<file path="config.mk">
export PLATFORM = sky130hd
export DESIGN_NAME = sevenseg_scan_ctrl_flat
export DESIGN_NICKNAME = d
export VERILOG_FILES = /design/src/rtl/sevenseg_scan_ctrl_if.sv /design/src/rtl/sevenseg_scan_ctrl.sv /design/src/flat_wrapper.sv
export SDC_FILE = /design/constraint.sdc
export NUM_CORES = 1
export LEC_CHECK = 0
export CAP_MARGIN = 40
export CORE_ASPECT_RATIO = 1.2
export CORE_UTILIZATION = 35
export CTS_CLUSTER_SIZE = 16
export DETAILED_ROUTE_END_ITERATION = 7
export GPL_ROUTABILITY_DRIVEN = 0
export PLACE_DENSITY = 0.53
export SETUP_SLACK_MARGIN = 0.3
export SYNTH_ARGS = -nofsm -noshare
export SYNTH_HDL_FRONTEND = slang
export SYNTH_SLANG_ARGS = --single-unit
export TNS_END_PERCENT = 50
</file>
<file path="constraint.sdc">
create_clock -name CLK100MHZ -period 3 [get_ports CLK100MHZ]
set_input_delay 0.6 -clock CLK100MHZ [delete_from_list [all_inputs] [get_ports CLK100MHZ]]
set_output_delay 0.6 -clock CLK100MHZ [all_outputs]
set_load 0.1 [all_outputs]
</file>
<file path="src/rtl/sevenseg_scan_ctrl_if.sv">
// Load-side interface of the seven-segment scan controller.
// The source (master) presents hex nibbles and decimal points with a valid flag.
// The controller (slave) answers with ready while its pending buffer is empty.
interface sevenseg_scan_ctrl_if #(
    parameter int NUM_DIGITS = 4
);
    logic [4*NUM_DIGITS-1:0] DATA_IN;
    logic [NUM_DIGITS-1:0]   DP_IN;
    logic                    DATA_VALID;
    logic                    DATA_READY;

    modport master (
        output DATA_IN,
        output DP_IN,
        output DATA_VALID,
        input  DATA_READY
    );

    modport slave (
        input  DATA_IN,
        input  DP_IN,
        input  DATA_VALID,
        output DATA_READY
    );
endinterface

</file>
<file path="src/rtl/sevenseg_scan_ctrl.sv">
// Time-multiplexed scan controller for a common-anode seven-segment display.
// - Walks an active-low one-hot anode select across NUM_DIGITS digits, one slot of
//   TICK_DIV cycles each, and blanks the first BLANK_CYCLES of every slot so the
//   previous digit's segments cannot ghost onto the next anode.
// - Display data is double-buffered: a load fills the pending buffer and only
//   moves into the display register at a frame boundary, so a frame never mixes
//   old and new digits.
// - All display outputs are registered, one cycle behind the (cnt, idx) state.
// Optional feature macro: SEVENSEG_DIM_EN adds a BRIGHTNESS[3:0] input that gates
// whole frames out of every 16 (frame_cnt < brightness lights the frame).
module sevenseg_scan_ctrl #(
    parameter int NUM_DIGITS   = 4,
    parameter int TICK_DIV     = 100000,
    parameter int BLANK_CYCLES = 2000
) (
    input  logic                   CLK100MHZ,
    input  logic                   CPU_RESETN,
    sevenseg_scan_ctrl_if.slave    load_if,
`ifdef SEVENSEG_DIM_EN
    input  logic [3:0]             BRIGHTNESS,
`endif
    output logic [NUM_DIGITS-1:0]  AN,
    output logic [6:0]             SEG,
    output logic                   DP
);

    localparam int CNT_W = (TICK_DIV > 1) ? $clog2(TICK_DIV) : 1;
    localparam int IDX_W = (NUM_DIGITS > 1) ? $clog2(NUM_DIGITS) : 1;
    localparam logic [CNT_W-1:0] CNT_MAX = CNT_W'(TICK_DIV - 1);
    localparam logic [IDX_W-1:0] IDX_MAX = IDX_W'(NUM_DIGITS - 1);

    typedef enum logic {
        PH_BLANK,
        PH_DRIVE
    } phase_e;

    // Active-low gfedcba pattern for one hex nibble.
    function automatic logic [6:0] hex_to_seg(input logic [3:0] nib);
        logic [6:0] seg;
        case (nib)
            4'h0: seg = 7'h40;
            4'h1: seg = 7'h79;
            4'h2: seg = 7'h24;
            4'h3: seg = 7'h30;
            4'h4: seg = 7'h19;
            4'h5: seg = 7'h12;
            4'h6: seg = 7'h02;
            4'h7: seg = 7'h78;
            4'h8: seg = 7'h00;
            4'h9: seg = 7'h10;
            4'hA: seg = 7'h08;
            4'hB: seg = 7'h03;
            4'hC: seg = 7'h46;
            4'hD: seg = 7'h21;
            4'hE: seg = 7'h06;
            default: seg = 7'h0E;
        endcase
        return seg;
    endfunction

    // Scan position
    logic [CNT_W-1:0]        cnt_q, cnt_d;
    logic [IDX_W-1:0]        idx_q, idx_d;
    logic                    wrap;
    logic                    frame_end;

    // Double buffer and handshake
    logic [4*NUM_DIGITS-1:0] disp_q, disp_d;
    logic [NUM_DIGITS-1:0]   disp_dp_q, disp_dp_d;
    logic [4*NUM_DIGITS-1:0] pend_q, pend_d;
    logic [NUM_DIGITS-1:0]   pend_dp_q, pend_dp_d;
    logic                    pend_full_q, pend_full_d;
    logic                    ready_q, ready_d;
    logic                    accept;

    // Registered display outputs
    logic [NUM_DIGITS-1:0]   an_q, an_d;
    logic [6:0]              seg_q, seg_d;
    logic                    dp_q, dp_d;
    phase_e                  phase;
    logic                    lit;

`ifdef SEVENSEG_DIM_EN
    logic [3:0]              frame_cnt_q, frame_cnt_d;
    logic [3:0]              bright_q, bright_d;
`endif

    // Slot counter and digit index: cnt wraps every TICK_DIV cycles, idx steps on the wrap.
    always_comb begin
        wrap      = (cnt_q == CNT_MAX);
        frame_end = wrap && (idx_q == IDX_MAX);
        cnt_d     = wrap ? '0 : cnt_q + 1'b1;
        // NOTE: every combinational output gets a default first so no path can infer a latch.
        idx_d     = idx_q;
        if (wrap) begin
            idx_d = (idx_q == IDX_MAX) ? '0 : idx_q + 1'b1;
        end
    end

    // Load handshake and frame-boundary swap of pending into display.
    always_comb begin
        accept      = load_if.DATA_VALID && ready_q;
        disp_d      = disp_q;
        disp_dp_d   = disp_dp_q;
        pend_d      = pend_q;
        pend_dp_d   = pend_dp_q;
        pend_full_d = pend_full_q;
        // The swap only sees data that was already pending before this edge, so a
        // load accepted on the boundary cycle itself waits for the next boundary.
        if (frame_end && pend_full_q) begin
            disp_d      = pend_q;
            disp_dp_d   = pend_dp_q;
            pend_full_d = 1'b0;
        end
        // accept implies pend_full_q == 0, so it can never collide with the swap.
        if (accept) begin
            pend_d      = load_if.DATA_IN;
            pend_dp_d   = load_if.DP_IN;
            pend_full_d = 1'b1;
        end
        ready_d = ~pend_full_d;
    end

`ifdef SEVENSEG_DIM_EN
    // Frame counter and brightness sample, both updated only at frame boundaries.
    always_comb begin
        frame_cnt_d = frame_end ? frame_cnt_q + 4'd1 : frame_cnt_q;
        bright_d    = frame_end ? BRIGHTNESS : bright_q;
    end
`endif

    // Phase decode and next display outputs from the current (cnt, idx).
    always_comb begin
        phase = (32'(cnt_q) < 32'(BLANK_CYCLES)) ? PH_BLANK : PH_DRIVE;
`ifdef SEVENSEG_DIM_EN
        lit   = (phase == PH_DRIVE) && (frame_cnt_q < bright_q);
`else
        lit   = (phase == PH_DRIVE);
`endif
        an_d  = '1;
        seg_d = 7'h7F;
        dp_d  = 1'b1;
        if (lit) begin
            an_d[idx_q] = 1'b0;
            seg_d       = hex_to_seg(disp_q[4*int'(idx_q) +: 4]);
            dp_d        = ~disp_dp_q[idx_q];
        end
    end

    // State and output registers; reset blanks the display at once, without a clock.
    always_ff @(posedge CLK100MHZ or negedge CPU_RESETN) begin
        // NOTE: the buffers are a few flops, not a RAM, so resetting them costs nothing
        // and guarantees a blank "0000" after reset with any stale load discarded.
        if (!CPU_RESETN) begin
            cnt_q       <= '0;
            idx_q       <= '0;
            disp_q      <= '0;
            disp_dp_q   <= '0;
            pend_q      <= '0;
            pend_dp_q   <= '0;
            pend_full_q <= 1'b0;
            ready_q     <= 1'b1;
            an_q        <= '1;
            seg_q       <= 7'h7F;
            dp_q        <= 1'b1;
`ifdef SEVENSEG_DIM_EN
            frame_cnt_q <= 4'd0;
            bright_q    <= 4'd15;
`endif
        end else begin
            // NOTE: non-blocking so every register samples the pre-edge state.
            cnt_q       <= cnt_d;
            idx_q       <= idx_d;
            disp_q      <= disp_d;
            disp_dp_q   <= disp_dp_d;
            pend_q      <= pend_d;
            pend_dp_q   <= pend_dp_d;
            pend_full_q <= pend_full_d;
            ready_q     <= ready_d;
            an_q        <= an_d;
            seg_q       <= seg_d;
            dp_q        <= dp_d;
`ifdef SEVENSEG_DIM_EN
            frame_cnt_q <= frame_cnt_d;
            bright_q    <= bright_d;
`endif
        end
    end

    assign AN                 = an_q;
    assign SEG                = seg_q;
    assign DP                 = dp_q;
    assign load_if.DATA_READY = ready_q;

endmodule

</file>
<file path="src/flat_wrapper.sv">
// flat-port wrapper written by rule: the top's interface ports become plain ports
module sevenseg_scan_ctrl_flat 
#(
    parameter int NUM_DIGITS   = 4,
    parameter int TICK_DIV     = 100000,
    parameter int BLANK_CYCLES = 2000
)
  (CLK100MHZ, CPU_RESETN, AN, SEG, DP, load_if_DATA_IN, load_if_DP_IN, load_if_DATA_VALID, load_if_DATA_READY);
  sevenseg_scan_ctrl_if #(.NUM_DIGITS(NUM_DIGITS)) load_if_i ();
  input  logic CLK100MHZ;
  input  logic CPU_RESETN;
  output logic [NUM_DIGITS-1:0] AN;
  output logic [6:0] SEG;
  output logic DP;
  input wire logic [$bits(load_if_i.DATA_IN)-1:0] load_if_DATA_IN;
  input wire logic [$bits(load_if_i.DP_IN)-1:0] load_if_DP_IN;
  input wire logic [$bits(load_if_i.DATA_VALID)-1:0] load_if_DATA_VALID;
  output wire logic [$bits(load_if_i.DATA_READY)-1:0] load_if_DATA_READY;
  assign load_if_i.DATA_IN = load_if_DATA_IN;
  assign load_if_i.DP_IN = load_if_DP_IN;
  assign load_if_i.DATA_VALID = load_if_DATA_VALID;
  assign load_if_DATA_READY = load_if_i.DATA_READY;
  sevenseg_scan_ctrl #(.NUM_DIGITS(NUM_DIGITS), .TICK_DIV(TICK_DIV), .BLANK_CYCLES(BLANK_CYCLES)) u_core (.CLK100MHZ(CLK100MHZ), .CPU_RESETN(CPU_RESETN), .load_if(load_if_i), .AN(AN), .SEG(SEG), .DP(DP));
endmodule
</file>
==> impl_metrics.xml, run 1 <==
<?xml version="1.0" encoding="UTF-8"?>
<metrics>
  <group name="clock_tree">
    <metric name="cts_repair_resize_count" unit="">0</metric>
    <metric name="cts-buffers-inserted" unit="">9</metric>
    <metric name="cts-hold-fix-buffers" unit="">0</metric>
    <metric name="cts-root-to-sink-buffers" unit="">2</metric>
    <metric name="worstSkewPairLatency" unit="ps">350</metric>
    <metric name="postCtsSetupRepairBufs" unit="">0</metric>
    <metric name="clock_tree.htree_level_count" unit="">3</metric>
    <metric name="root_buffer" unit="">clkbuf_8</metric>
    <metric name="worst_setup_hold_path_clk_slew" unit="ps">80</metric>
    <metric name="cts_tree" unit="">built</metric>
    <metric name="clk_sinks" unit="">73</metric>
  </group>
  <group name="global_route">
    <metric name="grt_pass1_vias" unit="">1972</metric>
    <metric name="antenna_found_initial" unit="">0</metric>
    <metric name="grt_max_degree" unit="">74</metric>
    <metric name="wire_length_of_the_first_global_routing_pass" unit="um">9710</metric>
    <metric name="groute.usage.overall" unit="%">13.0</metric>
    <metric name="grt_remaining_overflow" unit="">0</metric>
  </group>
  <group name="placement">
    <metric name="numPlacedInstances" unit="">392</metric>
    <metric name="place_hpwl" unit="um">3700</metric>
    <metric name="port_buffers" unit="">35</metric>
    <metric name="dp_worst_setup_slack" unit="ps">625</metric>
  </group>
  <group name="floorplanning">
    <metric name="num_rows" unit="">38</metric>
    <metric name="core_area" unit="um2">8990</metric>
    <metric name="die_x" unit="um">89.8</metric>
    <metric name="dieHeight" unit="um">107</metric>
    <metric name="die-area" unit="um2">9630</metric>
    <metric name="top_level_ports" unit="">36</metric>
    <metric name="initial_utilization" unit="%">36.0</metric>
  </group>
  <group name="worst_setup_path">
    <metric name="setup_slack_of_the_most_critical_reg_to_reg_path" unit="ps">620</metric>
    <metric name="worstPathMaxFanout" unit="">20</metric>
    <metric name="r2r_cells" unit="">6</metric>
    <metric name="r2r-end" unit="">u_core.disp_q[4]$_DFFE_PN0P_</metric>
    <metric name="crit_arrival" unit="ps">2610</metric>
    <metric name="wp_data_required" unit="ps">3230</metric>
    <metric name="r2r_start" unit="">u_core.cnt_q[0]$_DFF_PN0_</metric>
    <metric name="start_kind" unit="">flop</metric>
    <metric name="type_of_the_setup_path_with_the_least_slack" unit="">reg2reg</metric>
    <metric name="worstSetupEndpointType" unit="">flop</metric>
  </group>
  <group name="yosys">
    <metric name="synth_seq_cells" unit="">73</metric>
    <metric name="yosys.cell_types.count" unit="">42</metric>
    <metric name="synth.avg_cell_area" unit="um2">13.5</metric>
    <metric name="syn-num-nets" unit="">274</metric>
    <metric name="number_of_warning_messages_in_the_yosys_log" unit="">0</metric>
    <metric name="postSynth.asyncResetShare" unit="%">100</metric>
    <metric name="synth-seq-area-share" unit="%">57.0</metric>
    <metric name="synth_flop_cell" unit="">dfrtp_1</metric>
    <metric name="synth_cells" unit="">240</metric>
    <metric name="syn_area" unit="um2">3240</metric>
    <metric name="synth_edf_count" unit="">0</metric>
  </group>
  <group name="sta">
    <metric name="layout_setup_ws" unit="ps">622</metric>
    <metric name="highest_clock_rate" unit="GHz">0.421</metric>
    <metric name="headroom_to_the_max_slew_limit" unit="%">61.9</metric>
    <metric name="setup_viol_count_final" unit="">0</metric>
    <metric name="hold_viol" unit="">0</metric>
    <metric name="timing_worst_slew_pin_value" unit="ps">567</metric>
    <metric name="unrepaired_setup_endpoints_after_global_routing" unit="">false</metric>
    <metric name="worst_clock_skew" unit="ps">5.43</metric>
    <metric name="min_period_over_period" unit="%">79.3</metric>
    <metric name="post-route-min-period" unit="ps">2380</metric>
    <metric name="tns" unit="ps">0</metric>
    <metric name="fin_hold_ws" unit="ps">266</metric>
    <metric name="timing.final.max_slew_violations" unit="">0</metric>
  </group>
  <group name="drt">
    <metric name="wl_per_cell" unit="um">13.6</metric>
    <metric name="drc_errors" unit="">0</metric>
    <metric name="dr_total_vias" unit="">1977</metric>
    <metric name="ant_nets" unit="">0</metric>
    <metric name="drt_via_density" unit="">4.85</metric>
    <metric name="drt-initial-drc-count" unit="">78</metric>
    <metric name="detail_route.first_pass.iterations" unit="">5</metric>
    <metric name="wl_final" unit="um">5560</metric>
  </group>
  <group name="power">
    <metric name="power.share.switching" unit="%">21.2</metric>
    <metric name="power.leakage" unit="uW">0.00179</metric>
    <metric name="power_switching" unit="uW">398</metric>
    <metric name="power.density_cell_area" unit="nW/um2">476</metric>
    <metric name="worst_ir_drop_vdd" unit="uV">225</metric>
    <metric name="comb_power_share" unit="%">2.6</metric>
    <metric name="power_report.internal_total" unit="uW">1480</metric>
    <metric name="p_clk_share" unit="%">45.0</metric>
    <metric name="totalPowerFinal" unit="uW">1880</metric>
    <metric name="sequentialPowerShare" unit="%">52.4</metric>
  </group>
  <group name="run">
    <metric name="count_of_max_cap_constraint_violations" unit="">0</metric>
  </group>
  <group name="finish">
    <metric name="drive_gt1_share" unit="%">35.4</metric>
    <metric name="layout.nets" unit="">317</metric>
    <metric name="final_cells" unit="">408</metric>
    <metric name="antenna_cells_inserted" unit="">0</metric>
    <metric name="fillCellCount" unit="">828</metric>
    <metric name="syn2layout_area_growth" unit="%">21.8</metric>
  </group>
  <group name="hold_path">
    <metric name="worst_hold_path_type" unit="">in2async</metric>
  </group>
  <group name="run_status">
    <metric name="outcome" unit="">finished clean</metric>
  </group>
</metrics>
-- flip-flops by register name, summed over array words and instances, names as in the netlist --
register	cells
u_core.disp_dp_q	4
u_core.cnt_q	17
u_core.AN	4
u_core.pend_q	16
u_core.SEG	7
u_core.DP	1
u_core.pend_dp_q	4
u_core.disp_q	16
u_core.pend_full_q	1
u_core.load_if.DATA_READY	1
u_core.idx_q	2
-- routing by layer --
metal  part of all wire [%]  global-route usage, %  wire [um]  vias up
met5                      0                      0          0        -
met4                    1.2                   5.62         68        0
met3                    3.9                   4.24        217        6
met2                     47                   19.6       2590       46
met1                     48                   17.2       2680      988
li1                       -                      -          -      937
-- final cells by class --
cell class	count	area, um2	area share [%]
repair buffers	41	390	9.90
clock inverters	7	95.1	2.41
inverters	10	37.5	0.952
clock buffers	9	124	3.14
flip-flops and latches	73	1840	46.8
multi-input cells	148	1300	33.0
well taps	120	150	3.81
-- layout by cell type (no fill, tap or decap), types with 3 or more instances in the layout --
| master | synthesis | final |
|---|---|---|
| mux4_2 | 5 | 5 |
| clkdlybuf4s50_1 | 0 | 21 |
| ha_1 | 11 | 11 |
| nand3_1 | 8 | 8 |
| dfstp_2 | 13 | 13 |
| xor2_1 | 8 | 8 |
| nor4_1 | 4 | 4 |
| a21oi_1 | 3 | 3 |
| xnor2_1 | 5 | 5 |
| nand2_1 | 11 | 11 |
| inv_1 | 10 | 10 |
| buf_4 | 0 | 17 |
| mux2_2 | 41 | 41 |
| o221ai_1 | 4 | 4 |
| nor2b_1 | 3 | 3 |
| mux2i_1 | 3 | 3 |
| nand4_1 | 3 | 3 |
| dfrtp_1 | 60 | 60 |
| nor2_1 | 11 | 11 |
| clkbuf_8 | 0 | 9 |
-- cell usage after synthesis, types with 2 or more instances --
master	n	area [um2]
xor2_1	8	70.1
mux4_2	5	113
nor2b_1	3	18.8
o211ai_1	2	15.0
mux2_2	41	462
buf_1	2	7.51
o31ai_1	2	15.0
or2_2	2	12.5
mux2i_1	3	30.0
nand2_1	11	41.3
nor4_1	4	25.0
a21oi_1	3	15.0
xnor2_1	5	43.8
nand2b_1	2	12.5
buf_2	4	20.0
and3_1	2	12.5
nand3_1	8	40.0
nor2_1	11	41.3
dfrtp_1	60	1500
dfstp_2	13	342
inv_1	10	37.5
buf_6	2	22.5
o21ai_0	2	10.0
nand4_1	3	18.8
a211oi_1	2	15.0
ha_1	11	138
o221ai_1	4	35.0
-- stage by stage --
stage / utilization, % / cell area (um2)
floorplan: - / 3240
global placement: 41.1 / 3690
detailed placement: 41.4 / 3720
CTS: 43.9 / 3940
global route: 43.9 / 3940
finish: 43.9 / 3940
-- power groups by stage --
stage                     Sequential (uW)  Combinational, uW  Clock (uW)
after floorplan                      1000              0.293           0
after global placement               1000               51.0           0
after detailed placement             1000               52.1           0
after CTS                             984               52.1         879
after global routing                  984               55.9         920
final                                 984               48.8         844
-- how the worst max path moves through the flow --
stage                     slack, ps                         endpoint  depth (start not counted)                       from
after global routing            500     u_core.disp_q[4]$_DFFE_PN0P_                          6  u_core.cnt_q[0]$_DFF_PN0_
final                           620     u_core.disp_q[4]$_DFFE_PN0P_                          6  u_core.cnt_q[0]$_DFF_PN0_
after CTS                       600     u_core.disp_q[4]$_DFFE_PN0P_                          6  u_core.cnt_q[0]$_DFF_PN0_
after global placement          700    u_core.disp_q[15]$_DFFE_PN0P_                          6  u_core.cnt_q[0]$_DFF_PN0_
after floorplan                 920  u_core.disp_dp_q[0]$_DFFE_PN0P_                          7  u_core.cnt_q[0]$_DFF_PN0_
after detailed placement        630     u_core.disp_q[4]$_DFFE_PN0P_                          6  u_core.cnt_q[0]$_DFF_PN0_
-- worst max-delay path: stages (launching register included) --
cell and delay, ps:
dfrtp_1 390, ha_1 210, nand3_2 150, or4b_1 630, nor3_4 200, buf_4 300
mux2_2 380
-- cell families after synthesis --
| group | synth area share [%] |
|---|---|
| flops | 57.0 |
| xor+xnor | 3.52 |
| fa+ha+maj | 4.25 |
| buf+inv | 2.82 |
| simple gates | 9.94 |
| compound gates | 3.83 |
| mux | 18.7 |
No activity file was read; power rests on OpenSTA's default activity.
==> run 2, diff against run 1 <==
PLACE_DENSITY = 0.55   (was 0.53)
clock period = 2.1 ns   (was 3 ns; I/O delays follow)
==> run 2 against run 1 <==
Register-to-register slack got worse by 560 ps. First-iteration DRC count increased by 15%. Global-route usage increased by 0.99 points. Die area unchanged. Clock skew increased by 6.6 ps. Critical path type unchanged. Critical endpoint is now u_core.disp_q[2]$_DFFE_PN0P_. Highest routed layer unchanged.
==> impl_metrics.xml, run 2 (synthesized netlist as in run 1, its figures left out) <==
<?xml version="1.0" encoding="UTF-8"?>
<metrics>
  <group name="drt">
    <metric name="wl_final" unit="um">6400</metric>
    <metric name="detail_route.first_pass.iterations" unit="">4</metric>
    <metric name="ant_nets" unit="">0</metric>
    <metric name="wl_per_cell" unit="um">14.7</metric>
    <metric name="drt-initial-drc-count" unit="">90</metric>
    <metric name="drc_errors" unit="">0</metric>
    <metric name="drt_via_density" unit="">4.75</metric>
    <metric name="dr_total_vias" unit="">2061</metric>
  </group>
  <group name="floorplanning">
    <metric name="dieHeight" unit="um">107</metric>
    <metric name="num_rows" unit="">38</metric>
    <metric name="die-area" unit="um2">9630</metric>
    <metric name="die_x" unit="um">89.8</metric>
    <metric name="initial_utilization" unit="%">36.0</metric>
    <metric name="core_area" unit="um2">8990</metric>
    <metric name="top_level_ports" unit="">36</metric>
  </group>
  <group name="global_route">
    <metric name="grt_pass1_vias" unit="">2154</metric>
    <metric name="wire_length_of_the_first_global_routing_pass" unit="um">10400</metric>
    <metric name="grt_remaining_overflow" unit="">0</metric>
    <metric name="groute.usage.overall" unit="%">14.0</metric>
    <metric name="antenna_found_initial" unit="">0</metric>
    <metric name="grt_max_degree" unit="">38</metric>
  </group>
  <group name="power">
    <metric name="worst_ir_drop_vdd" unit="uV">322</metric>
    <metric name="p_clk_share" unit="%">42.9</metric>
    <metric name="power.density_cell_area" unit="nW/um2">579</metric>
    <metric name="power.leakage" unit="uW">0.00198</metric>
    <metric name="power_switching" unit="uW">586</metric>
    <metric name="power.share.switching" unit="%">22.6</metric>
    <metric name="comb_power_share" unit="%">2.9</metric>
    <metric name="sequentialPowerShare" unit="%">54.2</metric>
    <metric name="power_report.internal_total" unit="uW">2010</metric>
  </group>
  <group name="placement">
    <metric name="port_buffers" unit="">35</metric>
    <metric name="dp_worst_setup_slack" unit="ps">75.6</metric>
    <metric name="place_hpwl" unit="um">4120</metric>
    <metric name="numPlacedInstances" unit="">404</metric>
  </group>
  <group name="hold_path">
    <metric name="worst_hold_path_type" unit="">in2async</metric>
  </group>
  <group name="worst_setup_path">
    <metric name="crit_arrival" unit="ps">2270</metric>
    <metric name="worstPathCellList" unit="">ha_2, nand3_2, or4b_4, nor3_4, buf_6, clkbuf_16, mux2_2</metric>
    <metric name="wp_data_required" unit="ps">2330</metric>
    <metric name="start_kind" unit="">flop</metric>
    <metric name="cpPeakStageDelay" unit="ps">510</metric>
    <metric name="type_of_the_setup_path_with_the_least_slack" unit="">reg2reg</metric>
    <metric name="critPathLaunch" unit="">u_core.cnt_q[1]$_DFF_PN0_</metric>
    <metric name="r2r_start" unit="">u_core.cnt_q[1]$_DFF_PN0_</metric>
    <metric name="cp_slowest_cell" unit="">or4b_4</metric>
    <metric name="worstPathMaxFanout" unit="">5</metric>
    <metric name="worstSetupEndpointType" unit="">flop</metric>
  </group>
  <group name="clock_tree">
    <metric name="cts_tree" unit="">built</metric>
    <metric name="cts-root-to-sink-buffers" unit="">2</metric>
    <metric name="clk_sinks" unit="">73</metric>
    <metric name="root_buffer" unit="">clkbuf_8</metric>
    <metric name="worstSkewPairLatency" unit="ps">340</metric>
    <metric name="cts-buffers-inserted" unit="">9</metric>
    <metric name="worst_setup_hold_path_clk_slew" unit="ps">80</metric>
    <metric name="clock_tree.htree_level_count" unit="">3</metric>
  </group>
  <group name="sta">
    <metric name="layout_setup_ws" unit="ps">60.2</metric>
    <metric name="worst_clock_skew" unit="ps">12.0</metric>
    <metric name="post-route-min-period" unit="ps">2040</metric>
    <metric name="timing_worst_slew_pin_value" unit="ps">351</metric>
    <metric name="min_period_over_period" unit="%">97.1</metric>
    <metric name="headroom_to_the_max_slew_limit" unit="%">76.4</metric>
    <metric name="timing.final.max_slew_violations" unit="">0</metric>
    <metric name="unrepaired_setup_endpoints_after_global_routing" unit="">true</metric>
    <metric name="hold_viol" unit="">0</metric>
    <metric name="setup_viol_count_final" unit="">0</metric>
    <metric name="highest_clock_rate" unit="GHz">0.490</metric>
  </group>
  <group name="finish">
    <metric name="syn2layout_area_growth" unit="%">38.5</metric>
    <metric name="layout.nets" unit="">343</metric>
    <metric name="most-common-layout-cells" unit="">dfrtp_1 (59), buf_4 (30), mux2_2 (25)</metric>
    <metric name="final_core_util" unit="%">49.9</metric>
    <metric name="regMostFlops" unit="">u_core.cnt_q</metric>
    <metric name="largest_register_ffs" unit="">17</metric>
    <metric name="drive_gt1_share" unit="%">48.1</metric>
    <metric name="top_flop_regs" unit="">u_core.cnt_q: 17 flops, u_core.disp_q: 16 flops, u_core.pend_q: 16 flops</metric>
    <metric name="final_cells" unit="">434</metric>
    <metric name="antenna_cells_inserted" unit="">0</metric>
    <metric name="layout.cells.most_common" unit="">dfrtp_1</metric>
  </group>
  <group name="run">
    <metric name="count_of_max_cap_constraint_violations" unit="">0</metric>
  </group>
  <group name="run_status">
    <metric name="outcome" unit="">finished clean</metric>
  </group>
</metrics>
run 2: cell types whose count changed in the layout (fill, tap and decap cells not counted), moves of 3 or more:
cell / delta
buf_12: +5
buf_4: +13
mux2_2: -16
inv_1: -3
buf_6: +5
ha_1: -6
mux2_4: +16
ha_4: +5
run 2: repair_timing:
item | 4_1_cts | 5_1_grt
hold buffers | 1 | 0
endpoints found under the hold margin | 3 | 0
gates cloned | 2 | 1
resized for setup | 11 | 48
pin swaps | 0 | 15
endpoints found under the setup margin | 40 | 41
setup buffers | 5 | 5
run 2: power groups by stage:
| stage | combinational, uW | clock [uW] | sequential [uW] |
|---|---|---|---|
| floorplan | 0.419 | 0 | 1430 |
| global placement | 76.1 | 0 | 1430 |
| detailed placement | 76.0 | 0 | 1430 |
| CTS | 77.8 | 1150 | 1410 |
| global route | 84.1 | 1200 | 1410 |
| finish | 74.7 | 1110 | 1410 |
run 2: final cells by class:
| class | instances | area (um2) |
|---|---|---|
| Fill cell | 768 | 4510 |
| Tap cell | 120 | 150 |
| Clock inverter | 7 | 78.8 |
| Multi-Input combinational cell | 148 | 1540 |
| Timing Repair Buffer | 67 | 707 |
| Sequential cell | 73 | 1840 |
| Clock buffer | 9 | 124 |
| Inverter | 10 | 40.0 |
run 2: worst max-delay path, delay by kind of cell (launching register included):
family	cells	cell delay, ps
and+or+nand+nor	3	760
DFF	1	360
muxes	1	330
adders and majority gates	1	190
buffers and inverters	2	290
run 2: path summary, 6_finish.rpt:
kind                                                       end  slack, ps  depth (start not counted)
setup / recovery                  u_core.disp_q[2]$_DFFE_PN0P_         60                          7
hold / removal                      u_core.cnt_q[12]$_DFF_PN0_        450                          2
setup reg to reg                  u_core.disp_q[2]$_DFFE_PN0P_         60                          7
hold reg to reg                     u_core.cnt_q[16]$_DFF_PN0_        510                          1
max in group asynchronous  u_core.load_if.DATA_READY$_DFF_PN1_       1140                          3
min in group CLK100MHZ              u_core.cnt_q[16]$_DFF_PN0_        510                          1
run 2: metrics by stage:
| step | hold WS, ps | setup TNS [ps] | instance area [um2] | total power [uW] |
|---|---|---|---|---|
| final | 449 | 0 | 4480 | 2590 |
| after detailed placement | 274 | 0 | 3860 | 1510 |
| after global placement | 272 | 0 | 3860 | 1510 |
| after CTS | 441 | 0 | 4200 | 2630 |
| after floorplan | 124 | 0 | 3240 | 1430 |
| after global routing | 445 | -36.2 | 4480 | 2690 |
run 2: layer usage:
layer	global-route usage [%]	wire (um)
met5	0	0
met4	7.73	116
met3	2.61	165
met2	22.6	3180
met1	17.9	2930
==> run 3, diff against run 2 <==
GPL_ROUTABILITY_DRIVEN = 1   (was 0)
==> results of run 3 <==
The final DEF is identical to that of run 2; final timing and power are the same.
